--- config.mk ---
export PLATFORM = sky130hd
export DESIGN_NAME = stack_segment_load_controller_flat
export DESIGN_NICKNAME = d
export VERILOG_FILES = /design/src/rtl/stack_segment_load_controller_if.sv /design/src/rtl/stack_segment_load_controller.sv /design/src/flat_wrapper.sv
export SDC_FILE = /design/constraint.sdc
export NUM_CORES = 1
export LEC_CHECK = 0
export CORE_MARGIN = 3
export CORE_UTILIZATION = 40
export CTS_CLUSTER_DIAMETER = 120
export DETAILED_ROUTE_END_ITERATION = 10
export HOLD_SLACK_MARGIN = 0.06
export PLACE_DENSITY_LB_ADDON = 0.08
export SYNTH_ARGS = -nofsm -noshare
export SYNTH_HDL_FRONTEND = slang
export SYNTH_SLANG_ARGS = --single-unit
--- constraint.sdc ---
create_clock -name clock -period 8.5 [get_ports clock]
set_clock_uncertainty 0.15 [all_clocks]
set_input_delay 1.275 -clock clock [delete_from_list [all_inputs] [get_ports clock]]
set_output_delay 1.275 -clock clock [all_outputs]
set_load 0.05 [all_outputs]
--- src/rtl/stack_segment_load_controller_if.sv ---
// Memory bus between the SS load controller (master) and the memory system (slave).
interface stack_segment_load_controller_if;
    logic        mem_request;
    logic        mem_write;
    logic [31:0] mem_address;
    logic [31:0] mem_write_data;
    logic        mem_ready;
    logic [31:0] mem_read_data;

    modport master (
        output mem_request, mem_write, mem_address, mem_write_data,
        input  mem_ready, mem_read_data
    );

    modport slave (
        input  mem_request, mem_write, mem_address, mem_write_data,
        output mem_ready, mem_read_data
    );
endinterface

--- src/rtl/stack_segment_load_controller.sv ---
// Stack segment (SS) load sequencer: real-mode descriptor synthesis, or protected-mode
// descriptor fetch, validation, accessed-bit update and commit to the SS register/cache.
//
// state        | meaning
// IDLE         | waiting for load_request; latches selector, cpl and table
// CHECK        | real-mode build, or selector null/limit/RPL checks
// READ_LOW     | fetch descriptor dword 0
// READ_HIGH    | fetch descriptor dword 1
// VALIDATE     | type, DPL and present checks
// SET_ACCESSED | write back upper dword with accessed bit set
// COMMIT       | one-cycle SS selector and descriptor write
// FAULT        | one-cycle fault report
module stack_segment_load_controller (
    input  logic                                  clock,
    input  logic                                  reset,
    input  logic                                  i_load_request,
    input  logic [15:0]                           i_load_selector,
    input  logic                                  i_protected_mode,
    input  logic [1:0]                            i_cpl,
    input  logic [31:0]                           i_gdt_base,
    input  logic [31:0]                           i_ldt_base,
    input  logic [15:0]                           i_gdt_limit,
    input  logic [15:0]                           i_ldt_limit,
    stack_segment_load_controller_if.master       mem,
    output logic                                  o_ss_write_enable,
    output logic [15:0]                           o_ss_write_data,
    output logic                                  o_ss_descriptor_write_enable,
    output logic [63:0]                           o_ss_descriptor_write_data,
    output logic                                  o_load_busy,
    output logic                                  o_load_done,
    output logic                                  o_load_fault,
    output logic [7:0]                            o_fault_vector,
    output logic [15:0]                           o_fault_error_code
);

    localparam logic [2:0] IDLE         = 3'd0;
    localparam logic [2:0] CHECK        = 3'd1;
    localparam logic [2:0] READ_LOW     = 3'd2;
    localparam logic [2:0] READ_HIGH    = 3'd3;
    localparam logic [2:0] VALIDATE     = 3'd4;
    localparam logic [2:0] SET_ACCESSED = 3'd5;
    localparam logic [2:0] COMMIT       = 3'd6;
    localparam logic [2:0] FAULT        = 3'd7;

    localparam logic [7:0] VEC_GP = 8'd13;
    localparam logic [7:0] VEC_SS = 8'd12;

    logic [2:0]  r_state;
    logic [15:0] r_selector;
    logic [1:0]  r_cpl;
    logic        r_pm;
    logic [31:0] r_tbl_base;
    logic [15:0] r_tbl_limit;
    logic [31:0] r_desc_addr;
    logic [63:0] r_desc;
    logic [7:0]  r_fault_vector;
    logic [15:0] r_fault_code;

    logic        w_null;
    logic        w_over_limit;
    logic        w_rpl_bad;
    logic [15:0] w_err_code;
    logic        w_type_bad;
    logic        w_dpl_bad;
    logic        w_not_present;
    logic [31:0] w_desc_addr;
    logic [31:0] w_real_base;
    logic        w_mem_cycle;
    logic        w_ack;

    assign w_null        = (r_selector[15:2] == 14'd0);
    assign w_over_limit  = ({r_selector[15:3], 3'b111} > r_tbl_limit);
    assign w_rpl_bad     = (r_selector[1:0] != r_cpl);
    assign w_err_code    = r_selector & 16'hFFFC;
    assign w_type_bad    = !r_desc[44] || r_desc[43] || !r_desc[41];
    assign w_dpl_bad     = (r_desc[46:45] != r_cpl);
    assign w_not_present = !r_desc[47];
    assign w_desc_addr   = r_tbl_base + {16'd0, r_selector[15:3], 3'b000};
    assign w_real_base   = {12'd0, r_selector, 4'd0};

    // Request is a pure decode of the state, so it and the address stay stable through wait states.
    assign w_mem_cycle = (r_state == READ_LOW) || (r_state == READ_HIGH) || (r_state == SET_ACCESSED);
    assign w_ack       = w_mem_cycle && mem.mem_ready;

    assign mem.mem_request    = w_mem_cycle;
    assign mem.mem_write      = (r_state == SET_ACCESSED);
    assign mem.mem_address    = (r_state == READ_LOW) ? r_desc_addr :
                                ((r_state == READ_HIGH) || (r_state == SET_ACCESSED)) ? (r_desc_addr + 32'd4) :
                                32'd0;
    assign mem.mem_write_data = (r_state == SET_ACCESSED) ? (r_desc[63:32] | 32'h0000_0100) : 32'd0;

    assign o_load_busy                  = (r_state != IDLE);
    assign o_load_done                  = (r_state == COMMIT);
    assign o_load_fault                 = (r_state == FAULT);
    assign o_ss_write_enable            = (r_state == COMMIT);
    assign o_ss_descriptor_write_enable = (r_state == COMMIT);
    assign o_ss_write_data              = (r_state == COMMIT) ? r_selector : 16'd0;
    assign o_ss_descriptor_write_data   = (r_state == COMMIT) ? r_desc : 64'd0;
    assign o_fault_vector               = (r_state == FAULT) ? r_fault_vector : 8'd0;
    assign o_fault_error_code           = (r_state == FAULT) ? r_fault_code : 16'd0;

    always_ff @(posedge clock or posedge reset) begin
        if (reset) begin
            r_state        <= IDLE;
            r_selector     <= 16'd0;
            r_cpl          <= 2'd0;
            r_pm           <= 1'b0;
            r_tbl_base     <= 32'd0;
            r_tbl_limit    <= 16'd0;
            r_desc_addr    <= 32'd0;
            r_desc         <= 64'd0;
            r_fault_vector <= 8'd0;
            r_fault_code   <= 16'd0;
        end else begin
            case (r_state)
                IDLE: begin
                    if (i_load_request) begin
                        r_selector  <= i_load_selector;
                        r_cpl       <= i_cpl;
                        r_pm        <= i_protected_mode;
                        r_tbl_base  <= i_load_selector[2] ? i_ldt_base : i_gdt_base;
                        r_tbl_limit <= i_load_selector[2] ? i_ldt_limit : i_gdt_limit;
                        r_desc      <= 64'd0;
                        r_state     <= CHECK;
                    end
                end
                CHECK: begin
                    if (!r_pm) begin
                        r_desc  <= {w_real_base[31:24], 8'h00, 8'h93, w_real_base[23:0], 16'hFFFF};
                        r_state <= COMMIT;
                    end else if (w_null) begin
                        r_fault_vector <= VEC_GP;
                        r_fault_code   <= 16'd0;
                        r_state        <= FAULT;
                    end else if (w_over_limit || w_rpl_bad) begin
                        r_fault_vector <= VEC_GP;
                        r_fault_code   <= w_err_code;
                        r_state        <= FAULT;
                    end else begin
                        r_desc_addr <= w_desc_addr;
                        r_state     <= READ_LOW;
                    end
                end
                READ_LOW: begin
                    if (w_ack) begin
                        r_desc[31:0] <= mem.mem_read_data;
                        r_state      <= READ_HIGH;
                    end
                end
                READ_HIGH: begin
                    if (w_ack) begin
                        r_desc[63:32] <= mem.mem_read_data;
                        r_state       <= VALIDATE;
                    end
                end
                VALIDATE: begin
                    if (w_type_bad || w_dpl_bad) begin
                        r_fault_vector <= VEC_GP;
                        r_fault_code   <= w_err_code;
                        r_state        <= FAULT;
                    end else if (w_not_present) begin
                        r_fault_vector <= VEC_SS;
                        r_fault_code   <= w_err_code;
                        r_state        <= FAULT;
                    end else if (r_desc[40]) begin
                        r_state <= COMMIT;
                    end else begin
                        r_state <= SET_ACCESSED;
                    end
                end
                SET_ACCESSED: begin
                    if (w_ack) begin
                        r_desc[40] <= 1'b1;
                        r_state    <= COMMIT;
                    end
                end
                COMMIT:  r_state <= IDLE;
                FAULT:   r_state <= IDLE;
                default: r_state <= IDLE;
            endcase
        end
    end

endmodule
--- src/flat_wrapper.sv ---
// flat-port wrapper written by rule: the top's interface ports become plain ports
module stack_segment_load_controller_flat 
  (clock, reset, i_load_request, i_load_selector, i_protected_mode, i_cpl, i_gdt_base, i_ldt_base, i_gdt_limit, i_ldt_limit, o_ss_write_enable, o_ss_write_data, o_ss_descriptor_write_enable, o_ss_descriptor_write_data, o_load_busy, o_load_done, o_load_fault, o_fault_vector, o_fault_error_code, mem_mem_request, mem_mem_write, mem_mem_address, mem_mem_write_data, mem_mem_ready, mem_mem_read_data);
  stack_segment_load_controller_if mem_i ();
  input  logic clock;
  input  logic reset;
  input  logic i_load_request;
  input  logic [15:0] i_load_selector;
  input  logic i_protected_mode;
  input  logic [1:0] i_cpl;
  input  logic [31:0] i_gdt_base;
  input  logic [31:0] i_ldt_base;
  input  logic [15:0] i_gdt_limit;
  input  logic [15:0] i_ldt_limit;
  output logic o_ss_write_enable;
  output logic [15:0] o_ss_write_data;
  output logic o_ss_descriptor_write_enable;
  output logic [63:0] o_ss_descriptor_write_data;
  output logic o_load_busy;
  output logic o_load_done;
  output logic o_load_fault;
  output logic [7:0] o_fault_vector;
  output logic [15:0] o_fault_error_code;
  output wire logic [$bits(mem_i.mem_request)-1:0] mem_mem_request;
  output wire logic [$bits(mem_i.mem_write)-1:0] mem_mem_write;
  output wire logic [$bits(mem_i.mem_address)-1:0] mem_mem_address;
  output wire logic [$bits(mem_i.mem_write_data)-1:0] mem_mem_write_data;
  input wire logic [$bits(mem_i.mem_ready)-1:0] mem_mem_ready;
  input wire logic [$bits(mem_i.mem_read_data)-1:0] mem_mem_read_data;
  assign mem_mem_request = mem_i.mem_request;
  assign mem_mem_write = mem_i.mem_write;
  assign mem_mem_address = mem_i.mem_address;
  assign mem_mem_write_data = mem_i.mem_write_data;
  assign mem_i.mem_ready = mem_mem_ready;
  assign mem_i.mem_read_data = mem_mem_read_data;
  stack_segment_load_controller u_core (.clock(clock), .reset(reset), .i_load_request(i_load_request), .i_load_selector(i_load_selector), .i_protected_mode(i_protected_mode), .i_cpl(i_cpl), .i_gdt_base(i_gdt_base), .i_ldt_base(i_ldt_base), .i_gdt_limit(i_gdt_limit), .i_ldt_limit(i_ldt_limit), .mem(mem_i), .o_ss_write_enable(o_ss_write_enable), .o_ss_write_data(o_ss_write_data), .o_ss_descriptor_write_enable(o_ss_descriptor_write_enable), .o_ss_descriptor_write_data(o_ss_descriptor_write_data), .o_load_busy(o_load_busy), .o_load_done(o_load_done), .o_load_fault(o_load_fault), .o_fault_vector(o_fault_vector), .o_fault_error_code(o_fault_error_code));
endmodule
# Yosys cells after proc, flatten, opt, wreduce, memory -nomap -nowiden
# Index checks and enable logic that the tools add are counted.
dict set report op_classes {
  addsub 2
  magnitude_cmp 1
  n_eq_ne 17
  muxes 40
  n_bitwise 2
  n_reduce_logical 25
}
# op n
set ops {}
lappend ops {{64-bit two-way mux} 3}
lappend ops {{32-bit two-way mux} 5}
lappend ops {{16-bit two-way mux} 8}
lappend ops {{32-bit case mux with 3 select lines} 1}
lappend ops {{23-bit case mux with 3 select lines} 1}
lappend ops {{8-bit two-way mux} 6}
lappend ops {{32-bit by 16-bit adder with 32-bit output} 1}
lappend ops {{32-bit by 3-bit adder with 32-bit output (second input constant)} 1}
lappend ops {{16-bit case mux with 2 select lines} 1}
lappend ops {{3-bit two-way mux} 9}
lappend ops {{8-bit case mux with 3 select lines} 1}
lappend ops {{3-bit case mux with 7 select lines} 1}
lappend ops {{4-bit AND reduction} 5}
lappend ops {{16-bit greater-than comparator} 1}
lappend ops {{8-bit case mux with 2 select lines} 1}
lappend ops {{14-bit zero test} 1}
lappend ops {{3-bit equality test (second input constant)} 4}
lappend ops {{3-bit nonzero test} 3}
lappend ops {{2-bit by 1-bit inequality test with 1-bit output (second input constant)} 4}
lappend ops {{1-bit logical OR} 7}
lappend ops {{3-bit by 2-bit equality test with 1-bit output (second input constant)} 2}
lappend ops {{5-bit AND reduction} 1}
lappend ops {{2-bit inequality test} 2}
lappend ops {{2-bit inequality test (second input constant)} 2}
lappend ops {{14 further kinds} 16}
dict set report word_totals {
  register_bits 190
  in_bits 151
  output_inout_bits 175
  elab_cells 99
}

# Depth between registers and ports, before layout
# Gate-level depths: netlist of run 1.
dict set report depth {
  depth_word 6
  mapped_depth 11
}

# Worst setup path after synthesis of run 1
# OpenSTA, ideal clock, no wires.
dict set report synth_path {
  kind {register -> output}
  start {register u_core.r_state[1]}
  end {output port mem_mem_address[10]}
  arrival_time_ps 2721
  t_required_ps 7075
  slack_ps 4354
  stages_incl_launch_ff 7
  n_path_buf 3
  cell_sequence {dfrtp_1 -> clkbuf_1 -> buf_2 -> nor2b_1 -> o21ai_0 -> clkbuf_1 -> o31ai_1}
}
dict set report synth_via {
  elab_chain_cells 4
  elab_cells_between_ends 6
  cone_classes {eq/ne (3); mux (2); reduce/logical (1)}
}
# item line
set synth_lines {}
lappend synth_lines {{start, declared} stack_segment_load_controller.sv:48} ;# logic [2:0] r_state;
lappend synth_lines {{start signal, assigned} stack_segment_load_controller.sv:104} ;# r_state <= IDLE;
lappend synth_lines {{start signal, assigned} stack_segment_load_controller.sv:124} ;# r_state <= CHECK;
lappend synth_lines {{start signal, assigned} stack_segment_load_controller.sv:130} ;# r_state <= COMMIT;
lappend synth_lines {{3-bit by 2-bit equality test with 1-bit output / 3-bit equality test (equally long branches)} stack_segment_load_controller.sv:88} ;# ((r_state == READ_HIGH) || (r_state == SET_ACCESSED)) ? (r_desc_addr + 32'd4) :
lappend synth_lines {{1-bit logical OR} stack_segment_load_controller.sv:88}
lappend synth_lines {{32-bit two-way mux} stack_segment_load_controller.sv:88}
lappend synth_lines {{32-bit two-way mux (*)} stack_segment_load_controller.sv:87} ;# assign mem.mem_address = (r_state == READ_LOW) ? r_desc_addr :
lappend synth_lines {{end, declared} flat_wrapper.sv:26} ;# output wire logic [$bits(mem_i.mem_address)-1:0] mem_mem_address;
# Mark *: on every way between the ends. The rest lies on a longest branch, timed or not.

# Worst setup path after layout of run 1
dict set report layout_path {
  start {register u_core.r_state[0]}
  end {output port mem_mem_address[31]}
}
# The elaborated chain is that of the path after synthesis.

==> qor.csv, run 1 <==
stage,metric,value,unit
outcome,status,completed,
sta,slew_violations,0,
sta,fmax,181,MHz
power_and_ir_drop,switchingPower,2.74,mW
die,die_h,171,um
drt,post-route-drc-count,0,
finish,fin_area,14800,um2
cts,cts_hold_buf,0,
cts,post_cts_buffers,0,
cts,clockBufferDepth,2,
global_route,grt_max_degree,116,
die,initial_core_util,41.4,%
setup_path,crit_path_start_kind,flip-flop,
sta,finalSetupTns,0,ns
yosys,synth_edf_count,0,
global_route,grt_pass1_vias,9546,
yosys,netlist_area,10900,um2
power_and_ir_drop,sw_frac_of_total,49.8,%
die,die_x,171,um
finish,syn_to_final_growth,35.1,%
global_route,antenna_found_initial,3,
power_and_ir_drop,combPwrFrac,54.6,%
yosys,synth-seq-cells,182,
die,fp-row-count,59,
setup_path,required,7.07,ns
drt,wl_per_cell,18.9,um
cts,htreeDepth,4,
power_and_ir_drop,clockPowerShare,13.9,%
yosys,post_synth_num_cell_types,67,
die,die_area,29400,um2
drt,vias,9903,
global_route,grt_pass1_wl,53600,um
cts,numClockSinks,182,
flow_run,maxCapViolations,0,
sta,setup_viol,0,
cts,cts.clk_slew.worst_paths,0.07,ns
sta,hold_violations,0,
sta,worstMarginPinSlew,1.21,ns
finish,nNetsFinal,1673,
setup_path,worstPathArrival,4.11,ns
cts,numCtsBuffers,17,
sta,period_share,65.1,%
placement,place_ws,3.42,ns
placement,port_buffers,318,
placement,hpwlAfterDp,25500,um
drt,routed_wirelength,34800,um
cts,clk_latency,0.43,ns
die,coreArea,26400,um2
sta,slew_headroom,19.0,%
global_route,grt-ovfl-total,0,
power_and_ir_drop,intPower,2.76,mW
setup_path,crit_fanout,57,
power_and_ir_drop,powerDensity,372,nW/um2
drt,antenna_left,0,
yosys,synth_top_cell_area_share,41.7,%
power_and_ir_drop,p_leak,6.17,nW
sta,rsz0062_at_grt,no,
yosys,yosys_warnings,0,
worst_hold_path,hold_path.class,reg -> reg,
drt,first_pass_iters,5,
global_route,grtUsageTotal,23.4,%
yosys,synthCells,1239,
placement,dpl_cell_area,14200,um2
setup_path,worstSetupEndpointType,output port,
yosys,netlist_top_cells_count,"182 x dfrtp_1, 138 x nand2_1, 110 x a21oi_1, 99 x and2_1",
yosys,syn_avg_cell_area,8.82,um2
yosys,netlist_top_cells_area,"dfrtp_1 42%, and2_1 5.7%, a21oi_1 5.0%",
power_and_ir_drop,ir_drop,0.000160,V
cts,ctsResizeCount,0,
cts,cts_root_buf,clkbuf_16,
setup_path,crit_type,reg -> out,
yosys,async_flop_share,100,%
finish,drive_above_1_share,6.57,%
yosys,post-synth-top-count-cell,dfrtp_1,
sta,fin_ws,2.97,ns
power_and_ir_drop,sequentialPowerShare,31.5,%
sta,min_period,5.53,ns
cts,cts_tree,done,
yosys,synth-seq-area-share,41.7,%
yosys,synth_top_cell_by_area,dfrtp_1,
yosys,synth_ff_type,dfrtp_1,
die,ios,326,
placement,gp_congestion,0.901,
drt,viasPerCell,5.38,
drt,drtIter0Drc,801,
-- critical path, stage by stage, from the launching register on --
cell,delay [ns]
dfrtp_2,0.94
nor3b_2,0.18
buf_4,0.34
or3_1,0.45
nor4_1,0.51
nand4_1,0.19
xor2_1,0.17
nor2_1,0.08
clkdlybuf4s50_1,0.80
-- worst paths after layout --
path / from / endpoint / slack [ns] / depth (start not counted)
setup / recovery: u_core.r_state[0] / mem_mem_address[31] / 2.97 / 8
hold / removal: u_core.r_fault_vector[2] / u_core.r_fault_vector[2] / 0.31 / 1
setup reg to reg: u_core.r_selector[11] / u_core.r_desc_addr[21] / 4.51 / 8
hold reg to reg: u_core.r_fault_vector[2] / u_core.r_fault_vector[2] / 0.31 / 1
max in group asynchronous: reset / u_core.r_state[0] / 5.51 / 3
min in group asynchronous: reset / u_core.r_fault_code[15] / 1.27 / 2
-- power groups by stage --
stage	registers [mW]	clock network, mW	logic (mW)
6_report	1.73	0.764	3.00
5_1_grt	1.80	0.817	3.30
4_1_cts	1.74	0.783	3.02
3_5_place_dp	1.75	0	3.00
3_3_place_gp	1.74	0	2.96
2_1_floorplan	1.49	0	2.28
-- final cells by class --
class / count / area, um2
antenna: 1 / 2.50
clock inverter: 12 / 123
fill: 2490 / 11700
inverter: 30 / 120
timing repair buffer: 328 / 3250
multi-input combinational: 935 / 5860
tap: 335 / 419
sequential: 182 / 4560
clock buffer: 19 / 433
-- per-layer routing --
layer  up-vias  GRT usage [%]  share of wire [%]
met3        42           4.34                5.8
met4         4           6.02                1.8
li1       4855              -                  -
met1      4675           30.4                 44
met2       327           40.3                 48
met5         -              0              0.078
-- logic make-up (layout without fill, tap and decap cells) --
| logic type | after synthesis | in the layout | share of synthesized area [%] |
|---|---|---|---|
| and+or+nand+nor | 471 | 471 | 21.7 |
| AOI/OAI and AO/OA | 299 | 299 | 16.0 |
| DFF | 182 | 182 | 41.7 |
| buffers and inverters | 128 | 389 | 5.25 |
| muxes | 100 | 100 | 9.68 |
| xor gates and xnor gates | 30 | 30 | 2.40 |
| adders and majority gates | 28 | 28 | 3.27 |
| other | 1 | 8 | 0.0343 |
-- cells in the final DEF (no fill, tap or decap), types with 8 or more instances in the layout --
master           Yosys  layout
a22oi_1             14      14
nand3_1             21      21
nor3_1              13      13
buf_4               12      10
ha_1                27      27
xor2_1              15      15
nand4_1             14      14
clkdlybuf4s50_1      0     317
clkbuf_16            0      17
o31ai_1             18      18
mux2i_1             54      54
or3_1                8       8
and2_1              99      99
nor2_1              93      90
mux2_2              42      42
xnor2_1             15      15
or4_1                8       8
dfrtp_1            182     181
inv_1               29      28
a31oi_1             15      15
o21ai_0             93      93
a21oi_1            110     110
nand2_1            138     138
and3_1              39      39
-- per-stage QoR --
stage	hold slack, ns	power (mW)	std cells	utilization (%)
floorplan	0.275	3.77	1245	-
global placement	0.295	4.70	1810	53.8
detailed placement	0.295	4.76	1810	53.8
CTS	0.314	5.54	1841	55.9
global route	0.330	5.92	1842	55.9
finish	0.307	5.50	1842	55.9
-- flip-flops by register name, summed over array words and instances (netlist names) --
register and cells:
u_core.r_state 3, u_core.r_tbl_base 32, u_core.r_tbl_limit 16, u_core.r_pm 1, u_core.r_fault_vector 2, u_core.r_desc_addr 32
u_core.r_cpl 2, u_core.r_fault_code 14, u_core.r_selector 16, u_core.r_desc 64
Power figures use the tool's default switching activity.
==> inputs of run 2 (changes only) <==
- clock period: 8.5 -> 5.18 ns (I/O delays scaled with it)
==> run 2 against run 1 <==
Effect of this change: clock power increased by 71%; via count decreased by 0.20%; sequential share of layout area decreased by 0.18 points; register-to-register slack got worse by 2.9 ns; total power increased by 65%; combinational power increased by 66%; utilization increased by 0.32 points; routed wire length decreased by 1.4%; die area unchanged; critical path type unchanged.
==> qor.csv, run 2 (synthesis results as in run 1) <==
stage,metric,value,unit,change
cts,cts_root_buf,clkbuf_16,,
finish,syn_to_final_growth,35.9,%,
power_and_ir_drop,p_leak,6.22,nW,+0.84%
cts,post_cts_buffers,0,,unchanged
cts,cts_hold_buf,0,,unchanged
placement,hpwlAfterDp,25700,um,+0.63%
finish,layout_commonest_cell,clkdlybuf4s50_1,,
sta,period_share,92.0,%,
global_route,grt_pass1_vias,9587,,+0.43%
setup_path,path_buf_inv,2,,unchanged
finish,nFillCells,2477,,-0.52%
setup_path,reg2reg_slack,1.63,ns,-2.88 ns
drt,post-route-drc-count,0,,unchanged
placement,port_buffers,318,,unchanged
finish,layout_common_cells,"317 x clkdlybuf4s50_1, 181 x dfrtp_1, 138 x nand2_1, 110 x a21oi_1, 99 x and2_1",,
cts,clockBufferDepth,2,,unchanged
cts,ctsResizeCount,0,,unchanged
sta,setup_viol,0,,unchanged
cts,cts.clk_slew.worst_paths,0.07,ns,about the same
outcome,status,completed,,
finish,largest_register_ff_count,64,,unchanged
drt,vias,9883,,-0.20%
global_route,grt-ovfl-total,0,,unchanged
finish,nNetsFinal,1681,,+0.48%
setup_path,worstSetupEndpointType,output port,,
die,coreArea,26400,um2,unchanged
drt,antenna_left,0,,unchanged
cts,clk_latency,0.44,ns,about the same
finish,seqCellArea,4560,um2,unchanged
die,fp-row-count,59,,unchanged
global_route,grt_max_degree,81,,-30%
sta,fmax,210,MHz,
setup_path,crit_path_start_kind,flip-flop,,
setup_path,worstPathCellList,nor3b_2 -> buf_4 -> or4_1 -> nor3_1 -> nand3_1 -> xor2_1 -> nor2_1 -> clkdlybuf4s50_1,,
setup_path,crit_type,reg -> out,,
drt,viasPerCell,5.34,,-0.63%
die,die_h,171,um,unchanged
setup_path,crit_fanout,18,,-68%
sta,slew_headroom,23.6,%,+4.6 points
sta,hold_violations,0,,unchanged
sta,worstMarginPinSlew,1.14,ns,-0.0654 ns
setup_path,crit_family,simple AND/OR/NAND/NOR gates,,
cts,numCtsBuffers,17,,unchanged
die,die_x,171,um,unchanged
setup_path,worstPathArrival,3.84,ns,-0.27 ns
finish,multi_input_area,5860,um2,unchanged
die,ios,326,,unchanged
die,die_area,29400,um2,unchanged
global_route,grt_pass1_wl,53600,um,about the same
finish,top_regs,"u_core.r_desc (64), u_core.r_desc_addr (32), u_core.r_tbl_base (32)",,
flow_run,maxCapViolations,0,,unchanged
cts,htreeDepth,4,,unchanged
sta,min_period,4.77,ns,
finish,largest_register,u_core.r_desc,,
power_and_ir_drop,ir_drop,0.000247,V,+55%
drt,drtIter0Drc,936,,+17%
setup_path,cpPeakStageDelay,0.82,ns,-0.12 ns
power_and_ir_drop,powerDensity,612,nW/um2,+64%
global_route,antenna_found_initial,2,,-1
drt,routed_wirelength,34300,um,-1.4%
global_route,grtUsageTotal,23.3,%,-0.095 points
sta,rsz0062_at_grt,no,,
placement,gp_congestion,0.850,,-5.7%
setup_path,crit_path_top_delay_cell,clkdlybuf4s50_1,,
setup_path,required,4.25,ns,-2.82 ns
sta,finalSetupTns,0,ns,unchanged
finish,drive_above_1_share,7.20,%,+0.63 points
sta,slew_violations,0,,unchanged
drt,wl_per_cell,18.5,um,-1.8%
worst_hold_path,hold_path.class,reg -> reg,,
cts,numClockSinks,182,,unchanged
finish,final_core_util,56.2,%,+0.32 points
drt,first_pass_iters,6,,+1
cts,cts_tree,done,,
die,initial_core_util,41.4,%,unchanged
-- run 2: cell count changes in the layout (fill, tap and decap cells not counted) --
| cell | change |
|---|---|
| buf_4 | +8 |
| clkinvlp_4 | +1 |
| clkbuf_8 | +2 |
| clkbuf_1 | -2 |
| clkinv_4 | -3 |
| inv_6 | +2 |
| inv_8 | +1 |
| clkinv_2 | -1 |
-- run 2: final cells by class --
| type | instances | area share, % |
|---|---|---|
| inverters | 30 | 0.783 |
| flip-flops and latches | 182 | 30.7 |
| diodes | 1 | 0.0168 |
| clock buffers | 19 | 3.05 |
| multi-input cells | 935 | 39.5 |
| well taps | 335 | 2.82 |
| repair buffers | 336 | 22.3 |
| clock inverters | 12 | 0.884 |
-- run 2: final timing paths --
check                                               from  cells after the start                       end
worst max register to register         u_core.r_state[0]                      7    u_core.r_desc_addr[27]
max in group asynchronous                          reset                      3         u_core.r_desc[62]
worst min-delay path            u_core.r_fault_vector[2]                      1  u_core.r_fault_vector[2]
worst max-delay path                   u_core.r_state[1]                      8       mem_mem_address[28]
worst min register to register  u_core.r_fault_vector[2]                      1  u_core.r_fault_vector[2]
min in group asynchronous                          reset                      2    u_core.r_tbl_limit[11]
-- run 2: per-stage QoR --
step           std cells  hold slack, ns  area, um2  total power [mW]  setup slack [ns]
3_3_place_gp        1818           0.294      14300              7.73             0.917
2_1_floorplan       1245           0.275      11000              6.19              1.53
6_report            1850           0.315      14900              9.09             0.412
3_5_place_dp        1818           0.294      14300              7.82             0.842
4_1_cts             1849           0.317      14900              9.15             0.364
5_1_grt             1850           0.342      14900              9.80             0.106
-- run 2: routing by layer --
metal / share of wire [%] / track usage (%)
met1: 45 / 31.2
met2: 47 / 39.1
met3: 6.5 / 4.78
met4: 1.8 / 5.28
met5: 0.038 / 0
-- run 2: report_power, final --
| group | internal (mW) | switching, mW | leakage (nW) | total, mW |
|---|---|---|---|---|
| clock | 0.705 | 0.605 | 0.283 | 1.31 |
| sequential | 2.04 | 0.738 | 2.25 | 2.78 |
| combinational | 1.84 | 3.16 | 3.68 | 4.99 |
| total | 4.59 | 4.50 | 6.22 | 9.09 |
